==> config.mk <==
export PLATFORM = sky130hd
export DESIGN_NAME = wfg_core_sync_gen
export DESIGN_NICKNAME = d
export VERILOG_FILES = /design/src/rtl/wfg_core_sync_gen.sv
export SDC_FILE = /design/constraint.sdc
export NUM_CORES = 1
export LEC_CHECK = 0
export CORE_MARGIN = 3
export CORE_UTILIZATION = 30
export CTS_BUF_LIST = sky130_fd_sc_hd__clkbuf_8 sky130_fd_sc_hd__clkbuf_16
export CTS_CLUSTER_SIZE = 28
export DETAILED_ROUTE_END_ITERATION = 12
export PLACE_DENSITY_LB_ADDON = 0.12
export REMOVE_ABC_BUFFERS = 1
export SLEW_MARGIN = 20
export SYNTH_ARGS = -nofsm -noshare
export SYNTH_HDL_FRONTEND = slang
export SYNTH_SLANG_ARGS = --single-unit
==> constraint.sdc <==
create_clock -name wb_clk_i -period 4.5 [get_ports wb_clk_i]
set_input_delay 1.125 -clock wb_clk_i [delete_from_list [all_inputs] [get_ports wb_clk_i]]
set_output_delay 1.125 -clock wb_clk_i [all_outputs]
set_load 0.02 [all_outputs]
==> src/rtl/wfg_core_sync_gen.sv <==
// Timing generator for the waveform-generator core.
// Produces the subcycle strobe and the sync strobe from the register block's
// CTRL.EN, CFG.SUBCYCLE and CFG.SYNC. The period configuration is shadowed and
// reloaded only on a sync wrap, so every period runs to completion untruncated.
//
// Ports:
//   wb_clk_i            system clock, rising edge
//   wb_rst_i            synchronous active-high reset
//   ctrl_en_q_i         generator enable (CTRL.EN)
//   cfg_subcycle_q_i    subcycle period minus one, in clocks (CFG.SUBCYCLE)
//   cfg_sync_q_i        sync period minus one, in subcycles (CFG.SYNC)
//   wfg_subcycle_o      one-clock strobe at the end of each subcycle
//   wfg_sync_o          one-clock strobe at the end of each sync period
//   wfg_subcycle_cnt_o  subcycles completed in the current sync period
//   active_o            high while the generator is running
module wfg_core_sync_gen (
  input  logic        wb_clk_i,
  input  logic        wb_rst_i,
  input  logic        ctrl_en_q_i,
  input  logic [15:0] cfg_subcycle_q_i,
  input  logic [7:0]  cfg_sync_q_i,
  output logic        wfg_subcycle_o,
  output logic        wfg_sync_o,
  output logic [7:0]  wfg_subcycle_cnt_o,
  output logic        active_o
);

  localparam int unsigned SubW  = 16;
  localparam int unsigned SyncW = 8;

  typedef enum logic {
    IDLE = 1'b0,
    RUN  = 1'b1
  } state_e;

  state_e           state_q, state_d;
  logic [SubW-1:0]  sub_cnt_q, sub_cnt_d;
  logic [SyncW-1:0] sync_cnt_q, sync_cnt_d;
  logic [SubW-1:0]  sub_shd_q, sub_shd_d;
  logic [SyncW-1:0] sync_shd_q, sync_shd_d;
  logic             subcycle_q, subcycle_d;
  logic             sync_q, sync_d;

  // State and datapath registers.
  always_ff @(posedge wb_clk_i) begin
    if (wb_rst_i) begin
      state_q    <= IDLE;
      sub_cnt_q  <= '0;
      sync_cnt_q <= '0;
      sub_shd_q  <= '0;
      sync_shd_q <= '0;
      subcycle_q <= 1'b0;
      sync_q     <= 1'b0;
    end else begin
      state_q    <= state_d;
      sub_cnt_q  <= sub_cnt_d;
      sync_cnt_q <= sync_cnt_d;
      sub_shd_q  <= sub_shd_d;
      sync_shd_q <= sync_shd_d;
      subcycle_q <= subcycle_d;
      sync_q     <= sync_d;
    end
  end

  // Next-state, counter and strobe logic.
  always_comb begin
    state_d    = state_q;
    sub_cnt_d  = '0;
    sync_cnt_d = '0;
    sub_shd_d  = sub_shd_q;
    sync_shd_d = sync_shd_q;
    subcycle_d = 1'b0;
    sync_d     = 1'b0;

    unique case (state_q)
      IDLE: begin
        if (ctrl_en_q_i) begin
          state_d    = RUN;
          sub_shd_d  = cfg_subcycle_q_i;
          sync_shd_d = cfg_sync_q_i;
        end
      end
      RUN: begin
        // Disable takes priority over any wrap on the same edge.
        if (!ctrl_en_q_i) begin
          state_d = IDLE;
        end else if (sub_cnt_q != sub_shd_q) begin
          sub_cnt_d  = sub_cnt_q + SubW'(1);
          sync_cnt_d = sync_cnt_q;
        end else begin
          subcycle_d = 1'b1;
          if (sync_cnt_q != sync_shd_q) begin
            sync_cnt_d = sync_cnt_q + SyncW'(1);
          end else begin
            // Sync wrap: the only point where new configuration is accepted.
            sync_d     = 1'b1;
            sub_shd_d  = cfg_subcycle_q_i;
            sync_shd_d = cfg_sync_q_i;
          end
        end
      end
      default: state_d = IDLE;
    endcase
  end

  assign wfg_subcycle_o     = subcycle_q;
  assign wfg_sync_o         = sync_q;
  assign wfg_subcycle_cnt_o = sync_cnt_q;
  assign active_o           = (state_q == RUN);

endmodule

==> flow_metrics.tcl, run 1 <==
set metrics [dict create \
    path_buf_inv 0 \
    clk_latency_ps 300 \
    outcome "finished, final reports clean" \
    cp_cell_sequence "xor2_1 > nor4_1 > nand4_1 > o21ai_0 > nor3b_1" \
    avgSynthCellArea_um2 9.350 \
    synthArstFlopShare_pct 0 \
    synth_seq_cells 51 \
    critical_path_class "reg2reg" \
    die_y_um 96.02 \
    clk_path_buf_depth 2 \
    cts_root_buf "clkbuf_8" \
    max-cap-violations 0 \
    hold_viol 0 \
    worst_path_largest_cell_delay_ps 840 \
    cp_max_fo 21 \
    seqPwrFrac_pct 57.3 \
    ff2ff_setup_slack_ps 1740 \
    numCtsBuffers 5 \
    globalplace.congestion 0.6840 \
    dp_slack_ps 1530 \
    first_iter_violations 44 \
    worst_pin_slew_ps 830.8 \
    viasPerCell 4.491 \
    synth_flop_cell "dfxtp_1" \
    irDropWorstVdd_uv 113.6 \
    n_antenna_cell 0 \
    yosysWarnings 0 \
    hp-class "reg2reg" \
    post-dp-hpwl_um 3457 \
    utilization_pct 38.21 \
    p_per_area_nw_per_um2 279.9 \
    most-common-layout-cells "51 x dfxtp_1, 48 x nand2b_1, 37 x xor2_1, 37 x clkdlybuf4s50_1, 24 x mux2i_1" \
    initial_core_util_pct 31.14 \
    startpoint "sub_cnt_q[5]$_SDFF_PP0_" \
    synth_area_um2 2431 \
    cts_tree "built" \
    cts_resized 0 \
    setup_viol 0 \
    finalCriticalPeriod_ps 2756 \
    p_switching_mw 0.2050 \
    power.leakage_nw 1.202 \
    cts.sink_count 51 \
    clk_pin_slew_worst_paths_ps 90 \
    yosysUniqueCellTypes 30 \
    use_met1_pct 15.06 \
    cp.depth 5 \
    drive_above_1_share_pct 3.704 \
    final_common_cell "dfxtp_1" \
    portBuffers 37 \
    fin_setup_tns_ps 0 \
    worst_r2r_path_depth 5 \
    routed_wl_um 4902 \
    post-route-period-util_pct 61.25 \
    slowest_stage "o21ai_0" \
    top_usage_layer "met2" \
    boundaryPins 38 \
    use_met3_pct 3.127 \
    track_usage_pct 11.39 \
    arrival_ps 2920 \
    yosysSeqAreaShare_pct 42.00 \
    rows 32 \
    hold_path_depth 2 \
    crit_family "simple AND/OR/NAND/NOR gates" \
    r2r-start "sub_cnt_q[5]$_SDFF_PP0_" \
    postCtsSetupBuffers 0 \
    antenna_found_initial 0 \
    skew_ps 5.892 \
    drv_slew 0 \
    grt_overflow 0 \
    postRouteAntennaNets 0 \
    grt_pass1_wl_um 8190 \
    p_int_mw 0.6299 \
    via_count 1792 \
    grt_setup_unrepaired "false" \
    synth_edf_count 0 \
    cts_hold_buf 0 \
    syn_to_final_growth_pct 22.70 \
    clock.fmax_ghz 0.3628 \
    fp.dieW_um 96.02 \
    timing.hold.ws_ps 487.8 \
    grt_start_max_net_pins 50 \
    ctsHtreeMaxLevel 2 \
    critPathCapture "wfg_subcycle_cnt_o[2]$_SDFFE_PP0N_" \
    p_comb_share_pct 12.5 \
    max_slew_margin_pct 44.45 \
    first_global_vias 1727 \
    globalRouteMet2Util_pct 17.77 \
    switching_share_pct 24.55 \
    wire_per_inst_um 12.29 \
    required_ps 4670 \
    end_kind "flip-flop" \
    nets 325 \
    die_area_um2 9220 \
    drc 0 \
    drt_pre_antenna_iters 4 \
    startpoint_type "flip-flop" \
    synthCells 260 \
    power.clock.fraction_pct 30.1 \
    core_area_um2 7807 \
    finalWorstSetupSlack_ps 1744 \
    rr_endpoint "wfg_subcycle_cnt_o[2]$_SDFFE_PP0N_" \
]
tightest hold or removal path: cells and delay by family, from the launching register on:
kind          cells  cell delay (ps)
flops             1              330
mux               1               50
simple gates      1               70
how the worst min path moves through the flow:
stage | start | endpoint | slack, ps
floorplan | sub_cnt_q[0]$_SDFF_PP0_ | sub_cnt_q[0]$_SDFF_PP0_ | 450
CTS | sub_shd_q[10]$_SDFFE_PP0P_ | sub_shd_q[10]$_SDFFE_PP0P_ | 500
detailed placement | sync_shd_q[7]$_SDFFE_PP0P_ | sync_shd_q[7]$_SDFFE_PP0P_ | 480
finish | sub_shd_q[10]$_SDFFE_PP0P_ | sub_shd_q[10]$_SDFFE_PP0P_ | 490
global placement | sub_shd_q[6]$_SDFFE_PP0P_ | sub_shd_q[6]$_SDFFE_PP0P_ | 480
global route | sub_shd_q[8]$_SDFFE_PP0P_ | sub_shd_q[8]$_SDFFE_PP0P_ | 510
registers in the layout (all words and copies together), names as in the netlist:
signal              flops
sub_cnt_q              16
sync_shd_q              8
wfg_subcycle_o          1
active_o                1
wfg_subcycle_cnt_o      8
sub_shd_q              16
wfg_sync_o              1
kinds of logic after synthesis:
family                   synth area share, %
AO/OA/AOI/OAI                          4.014
XOR/XNOR                               14.05
adder cells (fa/ha/maj)                1.029
buffers and inverters                  2.676
flip-flops                             42.00
multiplexers                           9.882
AND/OR/NAND/NOR                        26.35
routing by layer:
layer | part of all wire [%] | up-vias
met5 | 0 | -
met4 | 1.4 | 0
met3 | 4.0 | 8
met2 | 45 | 28
met1 | 50 | 807
li1 | - | 949
cell type report:
cell class / count / area [um2]
Multi-Input combinational cell: 194 / 1345
Timing Repair Buffer: 40 / 392.9
Clock buffer: 5 / 68.82
Fill cell: 812 / 4825
Inverter: 4 / 15.01
Clock inverter: 3 / 12.51
Sequential cell: 51 / 1021
Tap cell: 102 / 127.6
power groups by stage:
stage,sequential (mW),clock (mW),combinational (mW)
detailed placement,0.490,0,0.106
CTS,0.479,0.265,0.108
finish,0.479,0.251,0.105
global placement,0.490,0,0.106
global route,0.481,0.281,0.117
floorplan,0.488,0,0.0617
Yosys cell counts (all sizes together), types with 2 or more instances:
library cell  count  area (um2)
xor2             37       324.1
dfxtp            51        1021
buf               3       20.01
nor4              6       37.54
o31ai             2       15.01
and3              5       31.28
a21oi             6       30.03
nand2b           48       300.3
nand4             5       31.28
o21ai             5       25.02
and4              2       17.52
ha                2       25.02
or4               2       15.01
and2              3       18.77
mux2i            24       240.2
inv               4       15.01
xnor2             2       17.52
clkbuf            8       30.03
nand2            10       37.54
or3               2       12.51
nand3             8       40.04
nor2             18       67.56
per-stage QoR:
step / instance area [um2] / instances / power [mW]
global route: 2983 / 399 / 0.8792
floorplan: 2381 / 249 / 0.5492
detailed placement: 2902 / 391 / 0.5961
finish: 2983 / 399 / 0.8349
global placement: 2902 / 391 / 0.5958
CTS: 2983 / 399 / 0.8516
Power figures use the tool's default switching activity.
==> inputs of run 2 (changes only) <==
- clock period: 4.5 -> 2.4 ns (I/O delays scaled with it)
==> run 2 against run 1 <==
  * Die area stayed put
  * Critical path depth is 2 higher
  * Clock skew is 1.7 ps higher
  * Combinational power is 96% higher
  * Total power is 89% higher
  * Worst setup slack worse by 1400 ps
  * Sequential power is 87% higher
  * Largest cell class unchanged
  * Largest power group unchanged
  * Highest routed layer unchanged
==> flow_metrics.tcl, run 2 (synthesized netlist as in run 1, its figures left out) <==
set metrics [dict create \
    outcome "finished, final reports clean" \
    core_area_um2 7807 \
    max-cap-violations 0 \
    clk_pin_slew_worst_paths_ps 90 \
    clk_latency_ps 290 \
    wl_met1_um 2423 \
    end_kind "flip-flop" \
    hp-class "reg2reg" \
    top_layer_used "met4" \
    irDropWorstVdd_uv 212.6 \
    utilization_pct 38.56 \
    met2_length_um 2230 \
    post-route-period-util_pct 86.66 \
    dp.cells 393 \
    track_usage_pct 11.23 \
    worst_path_largest_cell_delay_ps 440 \
    max_slew_margin_pct 64.04 \
    hold_viol 0 \
    dp_slack_ps 251.9 \
    cts.sink_count 51 \
    power.leakage_nw 1.214 \
    skew_ps 7.621 \
    grt_start_max_net_pins 49 \
    ctsHtreeMaxLevel 2 \
    place_area_um2 2929 \
    drt_pre_antenna_iters 3 \
    finalCriticalPeriod_ps 2080 \
    syn_to_final_growth_pct 23.83 \
    finalWorstSetupSlack_ps 320.1 \
    path_buf_inv 2 \
    wire_per_inst_um 12.19 \
    required_ps 2630 \
    drc 0 \
    cp_cell_sequence "xor2_1 > nor4_1 > nand4_1 > buf_4 > o22ai_2 > buf_12 > mux2i_1" \
    cts_tree "built" \
    rows 32 \
    viasPerCell 4.486 \
    clk_path_buf_depth 2 \
    final_cells 401 \
    n_antenna_cell 0 \
    first_iter_violations 56 \
    slowest_stage "dfxtp_1" \
    wl_met3_um 210 \
    routed_wl_um 4889 \
    cts_root_buf "clkbuf_8" \
    critical_path_class "reg2reg" \
    portBuffers 37 \
    numCtsBuffers 5 \
    postCtsSetupBuffers 0 \
    most-common-layout-cells "51 x dfxtp_1, 48 x nand2b_1, 37 x xor2_1, 37 x clkdlybuf4s50_1, 24 x mux2i_1" \
    die_area_um2 9220 \
    final_common_cell "dfxtp_1" \
    reg_top3 "sub_cnt_q x16, sub_shd_q x16" \
    globalplace.congestion 0.7085 \
    final_cell_area_um2 3010 \
    grt_pass1_wl_um 8142 \
    die_y_um 96.02 \
    initial_core_util_pct 31.14 \
    crit_family "simple AND/OR/NAND/NOR gates" \
    fp.dieW_um 96.02 \
    first_global_vias 1745 \
    nets 327 \
    drv_slew 0 \
    setup_viol 0 \
    cts_resized 0 \
    post-dp-hpwl_um 3406 \
    cts_hold_buf 0 \
    via_count 1799 \
    antenna_found_initial 0 \
    grt_setup_unrepaired "false" \
    grt_overflow 0 \
    p_per_area_nw_per_um2 522.9 \
    timing.hold.ws_ps 488.7 \
    arrival_ps 2310 \
    boundaryPins 38 \
    clock.fmax_ghz 0.4808 \
    total_power_mw 1.574 \
    fin_setup_tns_ps 0 \
    drive_above_1_share_pct 4.348 \
    cp_max_fo 24 \
    postRouteAntennaNets 0 \
    worst_pin_slew_ps 534.4 \
    startpoint_type "flip-flop" \
]
-- run 2: cell types whose count changed in the layout (fill, tap and decap cells not counted) --
cell / delta
buf_12: +1
buf_4: +1
-- run 2: area by class of cell --
cell class,instances,area (um2)
repair buffers,42,420.4
well taps,102,127.6
inverters,4,15.01
flip-flops and latches,51,1021
clock buffers,5,68.82
clock inverters,3,12.51
multi-input cells,194,1345
fillers,809,4797
-- run 2: report_power, final --
group,internal (mW),switching (mW)
registers,0.876,0.0218
logic,0.116,0.0893
clock network,0.197,0.274
-- run 2: final timing paths --
path	start	endpoint	slack [ps]	cells after the start
worst max-delay path	sub_cnt_q[8]$_SDFF_PP0_	sync_shd_q[3]$_SDFFE_PP0P_	320	7
worst min-delay path	sub_shd_q[8]$_SDFFE_PP0P_	sub_shd_q[8]$_SDFFE_PP0P_	490	2
worst max register to register	sub_cnt_q[8]$_SDFF_PP0_	sync_shd_q[3]$_SDFFE_PP0P_	320	7
worst min register to register	sub_shd_q[8]$_SDFFE_PP0P_	sub_shd_q[8]$_SDFFE_PP0P_	490	2
-- run 2: metal layers --
metal	track usage, %	vias to the layer above
met4	2.844	0
met2	17.71	25
met1	14.94	826
met5	0	-
li1	-	946
met3	3.362	2
-- run 2: worst register-to-register path, stage by stage (launching register included) --
cell	delay [ps]
dfxtp_1	440
xor2_1	100
nor4_1	400
nand4_1	160
buf_4	230
o22ai_2	200
buf_12	230
mux2i_1	250
